$ cat src/rtl/trdb_pkg.sv
// rtl/trdb_pkg.sv - shared types and sizing for the buffered trace packet emitter (TRDB_EMIT_TIME_EN adds the time field)
package trdb_pkg;

    typedef enum logic [1:0] {
        F_OPT_EXT    = 2'd0,
        F_DIFF_DELTA = 2'd1,
        F_ADDR_ONLY  = 2'd2,
        F_SYNC       = 2'd3
    } trdb_format_e;

    typedef enum logic [1:0] {
        SF_START     = 2'd0,
        SF_EXCEPTION = 2'd1,
        SF_CONTEXT   = 2'd2,
        SF_SUPPORT   = 2'd3
    } trdb_f_sync_subformat_e;

    localparam int unsigned DEF_XLEN      = 32;
    localparam int unsigned DEF_PRIV_LEN  = 2;
    localparam int unsigned DEF_CAUSE_LEN = 5;
    localparam int unsigned DEF_TVAL_LEN  = 32;
    localparam int unsigned DEF_BMAP_LEN  = 31;
    localparam int unsigned DEF_TIME_W    = 16;
    localparam int unsigned DEF_BCNT_LEN  = $clog2(DEF_BMAP_LEN + 1);

    // The two candidates for the widest packet: sync/exception and branch map with address.
    localparam int unsigned SYNC_EXC_W = 4 + 1 + DEF_PRIV_LEN + DEF_CAUSE_LEN + 2 + DEF_XLEN + DEF_TVAL_LEN;
    localparam int unsigned BRANCH_W   = 2 + DEF_BCNT_LEN + DEF_BMAP_LEN + DEF_XLEN + 3;

`ifdef TRDB_EMIT_TIME_EN
    localparam int unsigned TIME_FIELD_W = DEF_TIME_W;
`else
    localparam int unsigned TIME_FIELD_W = 0;
`endif

    localparam int unsigned PAYLOAD_W = ((SYNC_EXC_W > BRANCH_W) ? SYNC_EXC_W : BRANCH_W) + TIME_FIELD_W;
    localparam int unsigned LEN_W     = 5;

    typedef struct packed {
        logic [PAYLOAD_W-1:0] payload;
        logic [LEN_W-1:0]     length;
    } emitter_entry_t;

endpackage

$ cat src/rtl/trdb_pkt_fifo.sv
// rtl/trdb_pkt_fifo.sv - generic entry queue with full/empty flags and same-cycle push/pop
module trdb_pkt_fifo #(
    parameter type         entry_t = logic,
    parameter int unsigned DEPTH   = 4
) (
    input  logic   clk_i,
    input  logic   rst_ni,
    input  logic   push_i,
    input  entry_t data_i,
    input  logic   pop_i,
    output entry_t data_o,
    output logic   full_o,
    output logic   empty_o
);

    localparam int unsigned PTR_W = $clog2(DEPTH);

    entry_t           mem [DEPTH];
    logic [PTR_W-1:0] wr_ptr_q;
    logic [PTR_W-1:0] rd_ptr_q;
    logic [PTR_W:0]   count_q;
    logic             do_push;
    logic             do_pop;

    assign full_o  = (count_q == (PTR_W + 1)'(DEPTH));
    assign empty_o = (count_q == '0);
    assign do_push = push_i && !full_o;
    assign do_pop  = pop_i && !empty_o;
    assign data_o  = mem[rd_ptr_q];

    always_ff @(posedge clk_i) begin
        if (do_push) begin
            mem[wr_ptr_q] <= data_i;
        end
    end

    // Pointers wrap naturally because DEPTH is a power of two.
    always_ff @(posedge clk_i or negedge rst_ni) begin
        if (!rst_ni) begin
            wr_ptr_q <= '0;
            rd_ptr_q <= '0;
            count_q  <= '0;
        end else begin
            if (do_push) wr_ptr_q <= wr_ptr_q + 1'b1;
            if (do_pop)  rd_ptr_q <= rd_ptr_q + 1'b1;
            case ({do_push, do_pop})
                2'b10:   count_q <= count_q + 1'b1;
                2'b01:   count_q <= count_q - 1'b1;
                default: count_q <= count_q;
            endcase
        end
    end

endmodule

$ cat src/rtl/trdb_packet_emitter_q.sv
// rtl/trdb_packet_emitter_q.sv - assembles format 1/2/3 trace payloads into a queue; TRDB_EMIT_TIME_EN adds a timestamp
module trdb_packet_emitter_q
    import trdb_pkg::*;
#(
    parameter int unsigned XLEN       = DEF_XLEN,
    parameter int unsigned PRIV_LEN   = DEF_PRIV_LEN,
    parameter int unsigned CAUSE_LEN  = DEF_CAUSE_LEN,
    parameter int unsigned TVAL_LEN   = DEF_TVAL_LEN,
    parameter int unsigned BMAP_LEN   = DEF_BMAP_LEN,
    parameter int unsigned FIFO_DEPTH = 4,
    parameter int unsigned TIME_W     = DEF_TIME_W
) (
    input  logic                          clk_i,
    input  logic                          rst_ni,
    input  logic                          valid_i,
    input  logic [1:0]                    format_i,
    input  logic [1:0]                    subformat_i,
    input  logic                          full_address_i,
    input  logic                          branch_i,
    input  logic [PRIV_LEN-1:0]           priv_i,
    input  logic [XLEN-1:0]               iaddr_i,
    input  logic [CAUSE_LEN-1:0]          cause_i,
    input  logic                          interrupt_i,
    input  logic                          thaddr_i,
    input  logic [TVAL_LEN-1:0]           tval_i,
    input  logic                          updiscon_i,
    input  logic [$clog2(BMAP_LEN+1)-1:0] branches_i,
    input  logic [BMAP_LEN-1:0]           branch_map_i,
    input  logic                          ienable_i,
    input  logic                          encoder_mode_i,
    input  logic [1:0]                    qual_status_i,
    input  logic [2:0]                    ioptions_i,
    input  logic                          notime_i,
    output logic                          packet_valid_o,
    input  logic                          packet_ready_i,
    output logic [PAYLOAD_W-1:0]          packet_payload_o,
    output logic [LEN_W-1:0]              payload_length_o,
    output logic                          branch_map_flush_o,
    output logic                          overflow_o,
    output logic [7:0]                    lost_cnt_o
);

    localparam int unsigned BCNT_W = $clog2(BMAP_LEN + 1);

    trdb_format_e           fmt;
    trdb_f_sync_subformat_e sf;
    logic [XLEN-1:0]        last_addr_q;
    logic [XLEN-1:0]        addr;
    logic                   notify;
    logic                   upd_flag;
    logic [2:0]             flags;
    logic                   full_map;
    logic [3:0]             hdr;
    logic [7:0]             hdr_bits;
    logic [7:0]             time_bits;
    logic [7:0]             tail_bits;
    logic [7:0]             total_bits;
    logic [PAYLOAD_W-1:0]   tail;
    logic [PAYLOAD_W-1:0]   time_field;
    logic                   has_addr;
    logic                   flushes;
    emitter_entry_t         new_entry;
    emitter_entry_t         head;
    logic                   fifo_full;
    logic                   fifo_empty;
    logic                   is_req;
    logic                   push;
    logic                   drop;
    logic                   pop;
    logic                   flush_q;
    logic                   overflow_q;
    logic [7:0]             lost_q;

    assign fmt      = trdb_format_e'(format_i);
    assign sf       = trdb_f_sync_subformat_e'(subformat_i);
    assign addr     = full_address_i ? iaddr_i : iaddr_i - last_addr_q;
    assign notify   = addr[XLEN-1];
    assign upd_flag = updiscon_i ? ~notify : notify;
    assign flags    = {notify, upd_flag, upd_flag};
    assign full_map = (branches_i == BCNT_W'(BMAP_LEN));

`ifdef TRDB_EMIT_TIME_EN
    logic [TIME_W-1:0] time_q;

    always_ff @(posedge clk_i or negedge rst_ni) begin
        if (!rst_ni) time_q <= '0;
        else         time_q <= time_q + 1'b1;
    end

    assign time_bits  = notime_i ? 8'd0 : 8'(TIME_W);
    assign time_field = notime_i ? '0 : PAYLOAD_W'(time_q);
`else
    localparam int unsigned unused_time_w = TIME_W;
    logic unused_notime;

    assign unused_notime = notime_i;
    assign time_bits     = 8'd0;
    assign time_field    = '0;
`endif

    // Header, optional time, then the format-specific tail, all right-aligned.
    always_comb begin
        hdr       = {2'b00, format_i};
        hdr_bits  = 8'd2;
        tail      = '0;
        tail_bits = 8'd0;
        has_addr  = 1'b0;
        flushes   = 1'b0;
        case (fmt)
            F_SYNC: begin
                hdr      = {format_i, subformat_i};
                hdr_bits = 8'd4;
                case (sf)
                    SF_START: begin
                        tail      = PAYLOAD_W'({branch_i, priv_i, addr});
                        tail_bits = 8'(1 + PRIV_LEN + XLEN);
                        has_addr  = 1'b1;
                        flushes   = 1'b1;
                    end
                    SF_EXCEPTION: begin
                        tail      = PAYLOAD_W'({branch_i, priv_i, cause_i, interrupt_i, thaddr_i, addr, tval_i});
                        tail_bits = 8'(1 + PRIV_LEN + CAUSE_LEN + 2 + XLEN + TVAL_LEN);
                        has_addr  = 1'b1;
                        flushes   = 1'b1;
                    end
                    SF_CONTEXT: begin
                        tail      = PAYLOAD_W'(priv_i);
                        tail_bits = 8'(PRIV_LEN);
                    end
                    SF_SUPPORT: begin
                        tail      = PAYLOAD_W'({ienable_i, encoder_mode_i, qual_status_i, ioptions_i});
                        tail_bits = 8'd7;
                    end
                endcase
            end
            F_ADDR_ONLY: begin
                tail      = PAYLOAD_W'({addr, flags});
                tail_bits = 8'(XLEN + 3);
                has_addr  = 1'b1;
            end
            F_DIFF_DELTA: begin
                flushes = 1'b1;
                if (full_map) begin
                    tail      = PAYLOAD_W'({branches_i, branch_map_i});
                    tail_bits = 8'(BCNT_W + BMAP_LEN);
                end else begin
                    tail      = PAYLOAD_W'({branches_i, branch_map_i, addr, flags});
                    tail_bits = 8'(BCNT_W + BMAP_LEN + XLEN + 3);
                    has_addr  = 1'b1;
                end
            end
            default: ;
        endcase
    end

    assign total_bits        = hdr_bits + time_bits + tail_bits;
    assign new_entry.payload = (PAYLOAD_W'(hdr) << (time_bits + tail_bits))
                             | (time_field << tail_bits)
                             | tail;
    assign new_entry.length  = LEN_W'((total_bits + 8'd7) >> 3);

    // Format 0 is never queued and never counted as lost.
    assign is_req = valid_i && (fmt != F_OPT_EXT);
    assign push   = is_req && !fifo_full;
    assign drop   = is_req && fifo_full;
    assign pop    = packet_valid_o && packet_ready_i;

    trdb_pkt_fifo #(
        .entry_t (emitter_entry_t),
        .DEPTH   (FIFO_DEPTH)
    ) u_fifo (
        .clk_i   (clk_i),
        .rst_ni  (rst_ni),
        .push_i  (push),
        .data_i  (new_entry),
        .pop_i   (pop),
        .data_o  (head),
        .full_o  (fifo_full),
        .empty_o (fifo_empty)
    );

    always_ff @(posedge clk_i or negedge rst_ni) begin
        if (!rst_ni) begin
            last_addr_q <= '0;
            flush_q     <= 1'b0;
            overflow_q  <= 1'b0;
            lost_q      <= '0;
        end else begin
            flush_q <= push && flushes;
            if (push && has_addr) begin
                last_addr_q <= iaddr_i;
            end
            if (drop) begin
                overflow_q <= 1'b1;
                if (lost_q != 8'hFF) lost_q <= lost_q + 8'd1;
            end
        end
    end

    assign packet_valid_o     = !fifo_empty;
    assign packet_payload_o   = fifo_empty ? '0 : head.payload;
    assign payload_length_o   = fifo_empty ? '0 : head.length;
    assign branch_map_flush_o = flush_q;
    assign overflow_o         = overflow_q;
    assign lost_cnt_o         = lost_q;

endmodule

$ cat config.mk
export PLATFORM = sky130hd
export DESIGN_NAME = trdb_packet_emitter_q
export DESIGN_NICKNAME = d
export VERILOG_FILES = /design/src/rtl/trdb_pkg.sv /design/src/rtl/trdb_pkt_fifo.sv /design/src/rtl/trdb_packet_emitter_q.sv
export SDC_FILE = /design/constraint.sdc
export NUM_CORES = 1
export LEC_CHECK = 0
export ABC_AREA = 1
export CORE_MARGIN = 10
export CORE_UTILIZATION = 25
export DETAILED_ROUTE_END_ITERATION = 7
export PLACE_DENSITY = 0.49
export SYNTH_ARGS = -nofsm -noshare
export SYNTH_HDL_FRONTEND = slang
export SYNTH_SLANG_ARGS = --single-unit
$ cat constraint.sdc
create_clock -name clk_i -period 5.5 [get_ports clk_i]
set_input_delay 0.825 -clock clk_i [delete_from_list [all_inputs] [get_ports clk_i]]
set_output_delay 0.825 -clock clk_i [all_outputs]
set_load 0.1 [all_outputs]
==> reports/results.ini <==
[routing]
dr.pass1.iters=5
wire_per_inst_um=21.8
vias=15641
drt_iter0_markers=1405
drtAntennaViolNets=0
drc=0
vias_per_cell=4.74
wirelength_mm=72.0

[yosys]
synth_edf_count=328
yosysTopAreaCell=edfxtp_1
synth_fp_nets=2265
avgSynthCellArea_um2=9.14
async_reset_ff_share_pct=13.0
synthCells=2090
yosys.cell_types.count=52
synth-seq-cells=377
yosys_warnings=0
synth_top_area_share_pct=51.5
synth.area.top_cells=edfxtp_1 52%, nor2_1 8.5%, nand2_1 6.7%
yosys_most_used_dff=edfxtp_1
seq_area_frac_synth_pct=58.0
netlist_area_um2=19100

[floorplan]
dieWidth_um=296
dieArea_um2=87900
io_pins=222
die_h_um=296
initial_utilization_pct=25.2
std_cell_rows=101
coreArea_um2=75800

[cells_and_area]
diodes=0
multiInputGateArea_um2=7030
fillers=7797
most-common-layout-cells=427 x nor2_1, 341 x nand2_1, 328 x edfxtp_1, 229 x o21ai_0, 184 x clkdlybuf4s50_1
final_nets=2463
final_common_cell=nor2_1
final_cell_count_no_fill=3297
area_growth_syn_to_layout_pct=24.6
drive_gt1_share_pct=7.29
ff_latch_area_um2=11100

[clock_network]
clock_latency_ns=0.58
cts_hold_buf=0
cts-buffers-inserted=43
clkTransAtPathRegs_ns=0.06
clockRootBuffer=clkbuf_16
clk_path_buf_depth=3
cts_tree=yes
h-tree-depth=2
cts_resized=0
cts_num_sinks=377
cts_setup_buffers=0

[run]
maxCapViolations=0

[global_routing]
grtUsageTotal_pct=16.1
grt_start_max_net_pins=84
grt_first_pass_wirelength_mm=104
antenna_found_initial=2
grt_overflow=0
grt_pass1_vias=15294

[timing]
hold_violations=0
post-route-period-util_pct=83.0
tightest_slew_ns=1.01
rsz0062_at_grt=no
slew_violations=0
fin_skew_ns=0.0154
fin_crit_ns=4.56
tns_ns=0
relSlewSlack_pct=32.3
setup_viol=0
max_freq_mhz=219

[critical_path]
endpoint_kind=output port
startpoint_type=flop
cp_data_required_time_ns=4.68
setup.worst_path.class=flop to output port
cp_max_fo=70
max_stage_delay_ns=1.25
crit_chain=buf_4, nor2_1, nor2_1, o21ai_0, a21oi_1, clkdlybuf4s50_1
cp_slowest_cell=clkdlybuf4s50_1
cpMostUsedCell=nor2_1
arrival_ns=3.74

[placement]
dp.final_hpwl_mm=52.3
routabilityCongestion=0.922
dp_cells=3221
place.port_buffers=219

[pwr]
leakage_nw=9.15
p_sw_w=0.00883
p_seq_share_pct=24.0
pwr-share-comb_pct=58.8
internal_power_w=0.00749
clkPwrFrac_pct=17.3
vdd_drop_max_uv=362
swShare_pct=54.1
power_density_nw_per_um2=685

[hold_path]
hold_path_class=primary input to async pin

[run_status]
outcome=complete, no violations

## kinds of logic after synthesis
group,synth area share [%]
mux,0.0589
fa+ha+maj,3.16
buf+inv,5.51
other cells,0.0393
flops,58.0
simple gates,19.1
compound gates,13.5
xor+xnor,0.642
## layout make-up
cell class | count | share of cell area [%]
Timing Repair Buffer | 249 | 10.2
Sequential cell | 377 | 46.5
Multi-Input combinational cell | 1438 | 29.5
Inverter | 179 | 2.83
Clock buffer | 50 | 4.67
Clock inverter | 26 | 1.10
Tap cell | 978 | 5.14
## worst paths after layout
path / startpoint / endpoint / slack (ns) / depth (start not counted)
max in group asynchronous: rst_ni / u_fifo.rd_ptr_q[0] / 4.53 / 2
hold / removal: rst_ni / last_addr_q[29] / 0.37 / 2
setup / recovery: u_fifo.rd_ptr_q[0] / packet_payload_o[31] / 0.94 / 6
hold reg to reg: overflow_o / overflow_o / 0.46 / 1
min in group clk_i: overflow_o / overflow_o / 0.46 / 1
setup reg to reg: last_addr_q[18] / u_fifo.mem[3][68] / 2.23 / 11
## cells in the mapped netlist (7+ instances only)
cell,count
a21oi_1,149
a22o_1,8
buf_1,14
buf_2,10
clkbuf_1,70
dfrtp_1,49
edfxtp_1,328
ha_1,45
inv_1,172
nand2_1,341
nand3_1,88
nand4_1,14
nor2_1,433
nor3_1,7
o211ai_1,13
o21ai_0,229
o21bai_1,7
o221ai_1,12
o22ai_1,16
xor2_1,8
## per-stage QoR
| stage | worst slack, ns | power [W] | cell area [µm²] | hold slack [ns] | utilization, % |
|---|---|---|---|---|---|
| finish | 0.937 | 0.0163 | 23800 | 0.374 | 31.4 |
| global route | 0.819 | 0.0172 | 23800 | 0.426 | 31.4 |
| detailed placement | 1.29 | 0.0137 | 22400 | 0.456 | 29.6 |
| floorplan | 0.144 | 0.0109 | 19100 | 0.453 | - |
| CTS | 0.891 | 0.0165 | 23800 | 0.389 | 31.4 |
| global placement | 1.34 | 0.0136 | 22400 | 0.449 | 29.6 |
## state kept, by name, summed over array words and instances, names as in the netlist
name / cells
u_fifo.mem: 328
last_addr_q: 32
lost_cnt_o: 8
u_fifo.count_q: 3
u_fifo.rd_ptr_q: 2
u_fifo.wr_ptr_q: 2
branch_map_flush_o: 1
overflow_o: 1
## worst max-delay path: cells and delay by family (launching register included)
kind / cells / cell delay, ns
flops: 1 / 0.42
buf+inv: 2 / 1.88
simple gates: 2 / 0.22
compound gates: 2 / 0.57
## metal layers
metal | wire, µm | part of all wire, % | GRT usage, % | up-vias
li1 | - | - | - | 7505
met1 | 34100 | 47 | 23.1 | 7554
met2 | 32000 | 44 | 24.9 | 519
met3 | 4550 | 6.3 | 2.78 | 63
met4 | 1310 | 1.8 | 3.46 | 0
met5 | 0 | 0 | 0 | -
## power groups by stage
| stage | Sequential, W | Clock [W] | Combinational (W) |
|---|---|---|---|
| 6_report | 0.00391 | 0.00282 | 0.00959 |
| 5_1_grt | 0.00395 | 0.00300 | 0.0103 |
| 4_1_cts | 0.00391 | 0.00288 | 0.00972 |
| 3_5_place_dp | 0.00397 | 0 | 0.00970 |
| 3_3_place_gp | 0.00395 | 0 | 0.00966 |
| 2_1_floorplan | 0.00411 | 0 | 0.00678 |
Power figures use the tool's default switching activity.
